--- src/rtl/logic_result_stage.sv ---
// Output stage for the bitwise gate array. It picks one gate result per transaction,
// computes zero/neg flags and holds results in a 2-entry queue with valid/ready on both sides.
module logic_result_stage #(
  parameter int BITS     = 4,
  parameter int CNT_BITS = 8
) (
  input  logic                clk_i,
  input  logic                rst_i,
  input  logic                in_valid_i,
  output logic                in_ready_o,
  input  logic [1:0]          op_i,
  input  logic [BITS-1:0]     and_i,
  input  logic [BITS-1:0]     or_i,
  input  logic [BITS-1:0]     xor_i,
  output logic                out_valid_o,
  input  logic                out_ready_i,
  output logic [BITS-1:0]     result_o,
  output logic                zero_o,
  output logic                neg_o,
  output logic [CNT_BITS-1:0] acc_cnt_o
);

  typedef enum logic [1:0] {
    OP_AND = 2'b00,
    OP_OR  = 2'b01,
    OP_XOR = 2'b10,
    OP_NOR = 2'b11
  } op_e;

  typedef struct packed {
    logic [BITS-1:0] result;
    logic            zero;
    logic            neg;
  } entry_t;

  entry_t              mem_q [2];
  entry_t              entry_d;
  entry_t              head;
  logic [1:0]          count_q, count_d;
  logic                wr_ptr_q, rd_ptr_q;
  logic [CNT_BITS-1:0] acc_cnt_q;
  logic [BITS-1:0]     sel;
  logic                push, pop;

  // Handshake flags depend on registered occupancy only, so no input-to-output combinational path.
  assign in_ready_o  = (count_q != 2'd2);
  assign out_valid_o = (count_q != 2'd0);
  assign push        = in_valid_i & in_ready_o;
  assign pop         = out_valid_o & out_ready_i;

  always_comb begin
    sel = '0;
    unique case (op_e'(op_i))
      OP_AND:  sel = and_i;
      OP_OR:   sel = or_i;
      OP_XOR:  sel = xor_i;
      OP_NOR:  sel = ~or_i;
      default: sel = '0;
    endcase
  end

  always_comb begin
    entry_d.result = sel;
    entry_d.zero   = (sel == '0);
    entry_d.neg    = sel[BITS-1];
  end

  always_comb begin
    count_d = count_q;
    unique case ({push, pop})
      2'b10:   count_d = count_q + 2'd1;
      2'b01:   count_d = count_q - 2'd1;
      default: count_d = count_q;
    endcase
  end

  // NOTE: sequential state uses non-blocking assignments so every register samples pre-edge values.
  always_ff @(posedge clk_i or posedge rst_i) begin
    if (rst_i) begin
      count_q   <= '0;
      wr_ptr_q  <= 1'b0;
      rd_ptr_q  <= 1'b0;
      acc_cnt_q <= '0;
    end else begin
      count_q <= count_d;
      if (push) begin
        wr_ptr_q  <= ~wr_ptr_q;
        acc_cnt_q <= acc_cnt_q + CNT_BITS'(1);
      end
      if (pop) rd_ptr_q <= ~rd_ptr_q;
    end
  end

  // NOTE: storage is not reset; an entry is only visible while count_q covers it, and outputs are masked otherwise.
  always_ff @(posedge clk_i) begin
    if (push) mem_q[wr_ptr_q] <= entry_d;
  end

  assign head      = mem_q[rd_ptr_q];
  assign result_o  = out_valid_o ? head.result : '0;
  assign zero_o    = out_valid_o & head.zero;
  assign neg_o     = out_valid_o & head.neg;
  assign acc_cnt_o = acc_cnt_q;

endmodule

--- config.mk ---
export PLATFORM = sky130hd
export DESIGN_NAME = logic_result_stage
export DESIGN_NICKNAME = d
export VERILOG_FILES = /design/src/rtl/logic_result_stage.sv
export SDC_FILE = /design/constraint.sdc
export NUM_CORES = 1
export LEC_CHECK = 0
export CORE_ASPECT_RATIO = 1.5
export CORE_MARGIN = 4
export CORE_UTILIZATION = 40
export DETAILED_ROUTE_END_ITERATION = 8
export PLACE_DENSITY = 0.69
export REMOVE_ABC_BUFFERS = 1
export SLEW_MARGIN = 5
export SYNTH_ARGS = -nofsm -noshare
export SYNTH_HDL_FRONTEND = slang
export SYNTH_SLANG_ARGS = --single-unit
--- constraint.sdc ---
create_clock -name clk_i -period 2.41 [get_ports clk_i]
set_input_delay 0.482 -clock clk_i [delete_from_list [all_inputs] [get_ports clk_i]]
set_output_delay 0.482 -clock clk_i [all_outputs]
set_load 0.05 [all_outputs]
==> impl_metrics.tcl, run 1 <==
set metrics [dict create \
    vias 698 \
    power_density_nw_per_um2 1330 \
    clk_latency_ps 250 \
    leakagePower_nw 0.606 \
    yosys.area.top_type "dfrtp_1" \
    slew_violations 0 \
    postCtsHoldBufs 0 \
    clock.fmax_mhz 439 \
    holdCritStartpoint "acc_cnt_o[7]" \
    yosys.area.top_type_share 0.271 \
    ant_nets 0 \
    final_cell_mix "30 x clkdlybuf4s50_1, 14 x xnor2_1, 13 x mux2i_1" \
    avgSynthCellArea_um2 12.9 \
    slew_headroom 0.662 \
    timing.rr.end "count_q[1]" \
    rr_startpoint "count_q[0]" \
    drive_above_1_share 0.0932 \
    wire_per_inst_um 11.8 \
    critical_path_arrival_ps 1790 \
    min-delay-path-class "register to register" \
    drc 0 \
    setup_viol 0 \
    p_sw_frac 0.463 \
    grt_max_degree 13 \
    dr.pass1.iters 4 \
    grt_use_met1 0.136 \
    netSwitchingPower_mw 0.915 \
    power_frac_seq 0.330 \
    place.detailed.hpwl_mm 1.54 \
    cp_max_fo 6 \
    ys_types 22 \
    ys_seq_area_frac 0.541 \
    nNetsFinal 139 \
    cts_resized 0 \
    gr-usage-met3 0.0164 \
    grt_pass1_vias 685 \
    clock_path_buffers 2 \
    root_buffer "clkbuf_8" \
    worst_pin_slew_ps 506 \
    numPortBuffers 33 \
    synth_area_um2 1110 \
    peakVddDrop_v 0.000568 \
    grt_usage 0.110 \
    min_period_over_period 0.944 \
    drt_wl_total_mm 1.83 \
    gr-total-overflow 0 \
    viasPerCell 4.50 \
    hold_end "acc_cnt_o[7]" \
    ios 34 \
    fin_ws_ps 134 \
    p_int_mw 1.06 \
    clkTransAtPathRegs_ps 70 \
    hold_violations 0 \
    num_rows 23 \
    cp.required_ps 1930 \
    die_area_um2 3700 \
    fin_crit_ps 2280 \
    synth.top_cells.by_area "dfrtp_1 27%, edfxtp_1 27%, mux2i_1 12%, xnor2_1 11%, nor2_1 2.7%" \
    final_common_cell "clkdlybuf4s50_1" \
    antenna_found_initial 0 \
    htreeDepth 1 \
    core_area_um2 2680 \
    crit_type "register to output pin" \
    antenna_cells 0 \
    clkPwrFrac 0.111 \
    finalPower_mw 1.97 \
    fin_tns_setup_ps 0 \
    cts_sinks 22 \
    status "completed" \
    drtIter0Drc 10 \
    place_ws_ps 322 \
    postSynthCellCount 86 \
    skew_ps 3.77 \
    grt_use_met2 0.184 \
    die_x_um 51.0 \
    reg2reg_depth 5 \
    whs_path_depth 1 \
    rsz0062_at_grt "no" \
    ff2ff_setup_slack_ps 770 \
    cts_setup_buffers 0 \
    power.share.combinational 0.559 \
    cts_tree "yes" \
    areaGrowthSynthToFinish_pct 33.9 \
    max_cap_viol_count 0 \
    place_congestion 0.725 \
    die_h_um 72.5 \
    grt_pass1_wl_mm 3.17 \
    start_util 0.415 \
    critPathLaunchType "register" \
    synth-seq-cells 22 \
    gr-max-usage-layer "met2" \
    cts-buffers-inserted 3 \
    yosys_warnings 0 \
    cp-end-kind "output pin" \
]
[critical path: stages (launching register included)]
cell             delay (ps)
dfrtp_1                 480
mux2i_1                 160
nor2_1                  100
clkdlybuf4s50_1         810
[flip-flops by register name, indices dropped and copies added, names as in the netlist]
signal,flops
acc_cnt_o,8
count_q,2
mem_q,10
rd_ptr_q,1
wr_ptr_q,1
[area by class of cell]
type                       count  area [µm²]
multi-input combinational     56         457
clock buffer                   4        45.0
sequential                    22         601
inverter                       2        7.51
timing repair buffer          34         330
fill                         235        1190
tap                           37        46.3
[routing by layer]
| metal | vias up | part of all wire |
|---|---|---|
| li1 | 361 | - |
| met1 | 317 | 0.40 |
| met2 | 16 | 0.54 |
| met3 | 4 | 0.041 |
| met4 | 0 | 0.020 |
| met5 | - | 0 |
[per-stage QoR]
| step | area (µm²) | instances | util | hold WS, ps |
|---|---|---|---|---|
| 3_3_place_gp | 1440 | 151 | 0.538 | 472 |
| 2_1_floorplan | 1060 | 80 | - | 347 |
| 4_1_cts | 1480 | 155 | 0.554 | 487 |
| 3_5_place_dp | 1440 | 151 | 0.538 | 476 |
| 5_1_grt | 1490 | 155 | 0.555 | 533 |
| 6_report | 1490 | 155 | 0.555 | 481 |
[power groups by stage]
stage          registers (mW)  clock network, mW  logic, mW
6_report                0.652              0.219       1.10
5_1_grt                 0.673              0.243       1.17
4_1_cts                 0.652              0.225       1.11
3_5_place_dp            0.661                  0       1.11
3_3_place_gp            0.654                  0       1.10
2_1_floorplan           0.805                  0      0.613
[Yosys cell counts (all sizes together)]
cell type / instances
and4: 2
and2: 1
mux2i: 13
edfxtp: 10
ha: 2
nor2: 8
inv: 2
buf: 5
nor2b: 1
mux2: 1
clkbuf: 1
xnor2: 14
nand2: 1
dfrtp: 12
nand2b: 1
xor2: 2
nand3: 2
nand4: 4
and3: 3
nor4: 1
[logic make-up (layout without fill, tap and decap cells)]
family	after synthesis	after routing	synth area share
flip-flops	22	22	0.541
buffers and inverters	8	40	0.0496
XOR/XNOR	16	16	0.126
adder cells (fa/ha/maj)	2	2	0.0225
multiplexers	14	14	0.131
AND/OR/NAND/NOR	24	24	0.130
[how the worst max path moves through the flow]
stage                              to        from  slack [ps]  cells past startpoint
final                          zero_o    rd_ptr_q         130                      3
after global routing           zero_o    rd_ptr_q          40                      3
after CTS                      zero_o  count_q[0]          90                      3
after detailed placement  mem_q[0][1]     op_i[1]         320                      4
after global placement    mem_q[1][1]     op_i[1]         370                      4
after floorplan                 neg_o    rd_ptr_q          70                      2
Power figures use the tool's default switching activity.
==> inputs of run 2 (changes only) <==
--- a/config.mk
+++ b/config.mk
@@ -5,7 +5,7 @@
 export SDC_FILE = /design/constraint.sdc
 export NUM_CORES = 1
 export LEC_CHECK = 0
-export CORE_ASPECT_RATIO = 1.5
+export CORE_ASPECT_RATIO = 0.5
 export CORE_MARGIN = 4
 export CORE_UTILIZATION = 40
 export DETAILED_ROUTE_END_ITERATION = 8
==> impl_metrics.tcl, run 2 (same netlist as run 1, synthesis figures left out) <==
set metrics [dict create \
    dr.pass1.iters 4 \
    drive_above_1_share 0.0769 \
    clock_path_buffers 2 \
    final_common_cell "clkdlybuf4s50_1" \
    grt_pass1_vias 693 \
    regArea_um2 601 \
    ff2ff_setup_slack_ps 750 \
    crit_chain "mux2i_1 > nor2_1 > clkdlybuf4s50_1" \
    peakVddDrop_v 0.000411 \
    power_frac_seq 0.333 \
    cp-end-kind "output pin" \
    worst_pin_slew_ps 510 \
    slew_headroom 0.660 \
    nNetsFinal 138 \
    drc 0 \
    netSwitchingPower_mw 0.923 \
    slowest_stage "clkdlybuf4s50_1" \
    skew_ps 4.63 \
    p_sw_frac 0.467 \
    clock.fmax_mhz 435 \
    crit_type "register to output pin" \
    leakagePower_nw 0.624 \
    core_area_um2 2620 \
    die_x_um 82.5 \
    min-delay-path-class "register to register" \
    rsz0062_at_grt "no" \
    power_density_nw_per_um2 1330 \
    wire_per_inst_um 11.7 \
    ant_nets 0 \
    grt_usage 0.106 \
    max_stage_delay_ps 810 \
    p_int_mw 1.06 \
    fin_crit_ps 2300 \
    htreeDepth 1 \
    vias 720 \
    num_rows 13 \
    die_area_um2 3730 \
    critPathLaunchType "register" \
    whs_ps 471 \
    fillers 244 \
    cts_tree "yes" \
    areaGrowthSynthToFinish_pct 33.9 \
    critical_path_arrival_ps 1820 \
    hold_violations 0 \
    cp_max_fo 6 \
    status "completed" \
    root_buffer "clkbuf_8" \
    viasPerCell 4.68 \
    final_cell_mix "29 x clkdlybuf4s50_1, 14 x xnor2_1, 13 x mux2i_1" \
    min_period_over_period 0.953 \
    cts-buffers-inserted 3 \
    ios 34 \
    antenna_found_initial 0 \
    postCtsHoldBufs 0 \
    power.share.combinational 0.554 \
    clk_latency_ps 260 \
    place.detailed.hpwl_mm 1.45 \
    worst-path-buf-inv 1 \
    start_util 0.424 \
    setup_viol 0 \
    place_congestion 0.752 \
    gr-total-overflow 0 \
    fin_tns_setup_ps 0 \
    grt_pass1_wl_mm 2.97 \
    cts_sinks 22 \
    slew_violations 0 \
    antenna_cells 0 \
    clkTransAtPathRegs_ps 70 \
    numPortBuffers 33 \
    clkPwrFrac 0.114 \
    path_delay_family "buffers and inverters" \
    drt_wl_total_mm 1.80 \
    multiInputGateArea_um2 457 \
    cp.required_ps 1930 \
    drtIter0Drc 14 \
    largest_register_ff_count 10 \
    max_cap_viol_count 0 \
    top_register "mem_q" \
    die_h_um 45.2 \
    grt_max_degree 13 \
]
==> run 2: cell types whose count changed in the layout (fill, tap and decap cells not counted) <==
cell,previous run,this run
dlymetal6s2s_1,0,2
clkinv_1,0,1
clkdlybuf4s50_1,30,29
buf_4,4,2
clkbuf_1,1,0
==> run 2: what timing repair did <==
| item | CTS | global route |
|---|---|---|
| gates resized for setup | 0 | 3 |
| setup endpoints to repair | 0 | 6 |
| setup buffers | 0 | 0 |
==> run 2: path summary, 6_finish.rpt <==
path | endpoint | startpoint | cells after the start
setup / recovery | result_o[2] | rd_ptr_q | 3
hold / removal | acc_cnt_o[7] | acc_cnt_o[7] | 1
setup reg to reg | count_q[1] | count_q[0] | 5
hold reg to reg | acc_cnt_o[7] | acc_cnt_o[7] | 1
max in group asynchronous | rd_ptr_q | rst_i | 2
min in group asynchronous | acc_cnt_o[2] | rst_i | 2
==> run 2: routing by layer <==
| metal | global-route usage | up-vias | part of all wire |
|---|---|---|---|
| li1 | - | 359 | - |
| met2 | 0.194 | 23 | 0.51 |
| met4 | 0.0293 | 0 | 0.011 |
| met5 | 0 | - | 0 |
| met1 | 0.120 | 334 | 0.42 |
| met3 | 0.0359 | 4 | 0.062 |
==> run 2: area by class of cell <==
cell class / count / area share
flip-flops and latches: 22 / 0.404
multi-input cells: 56 / 0.307
repair buffers: 33 / 0.222
well taps: 37 / 0.0311
clock buffers: 3 / 0.0278
inverters: 2 / 0.00505
clock inverters: 1 / 0.00253
==> run 2: power groups by stage <==
| stage | Clock [mW] | Sequential (mW) | Combinational, mW |
|---|---|---|---|
| CTS | 0.233 | 0.657 | 1.11 |
| detailed placement | 0 | 0.664 | 1.11 |
| global route | 0.257 | 0.676 | 1.17 |
| floorplan | 0 | 0.805 | 0.613 |
| finish | 0.225 | 0.658 | 1.10 |
| global placement | 0 | 0.660 | 1.10 |
==> run 2: through the flow <==
stage                     power, mW  worst slack [ps]   util  instance area [µm²]  std cells
final                          1.98               113  0.568                 1490        154
after floorplan                1.42              70.0      -                 1060         80
after global routing           2.10              2.07  0.568                 1490        154
after detailed placement       1.78               302  0.548                 1430        150
after CTS                      2.00              22.3  0.565                 1480        154
after global placement         1.76               338  0.548                 1430        150
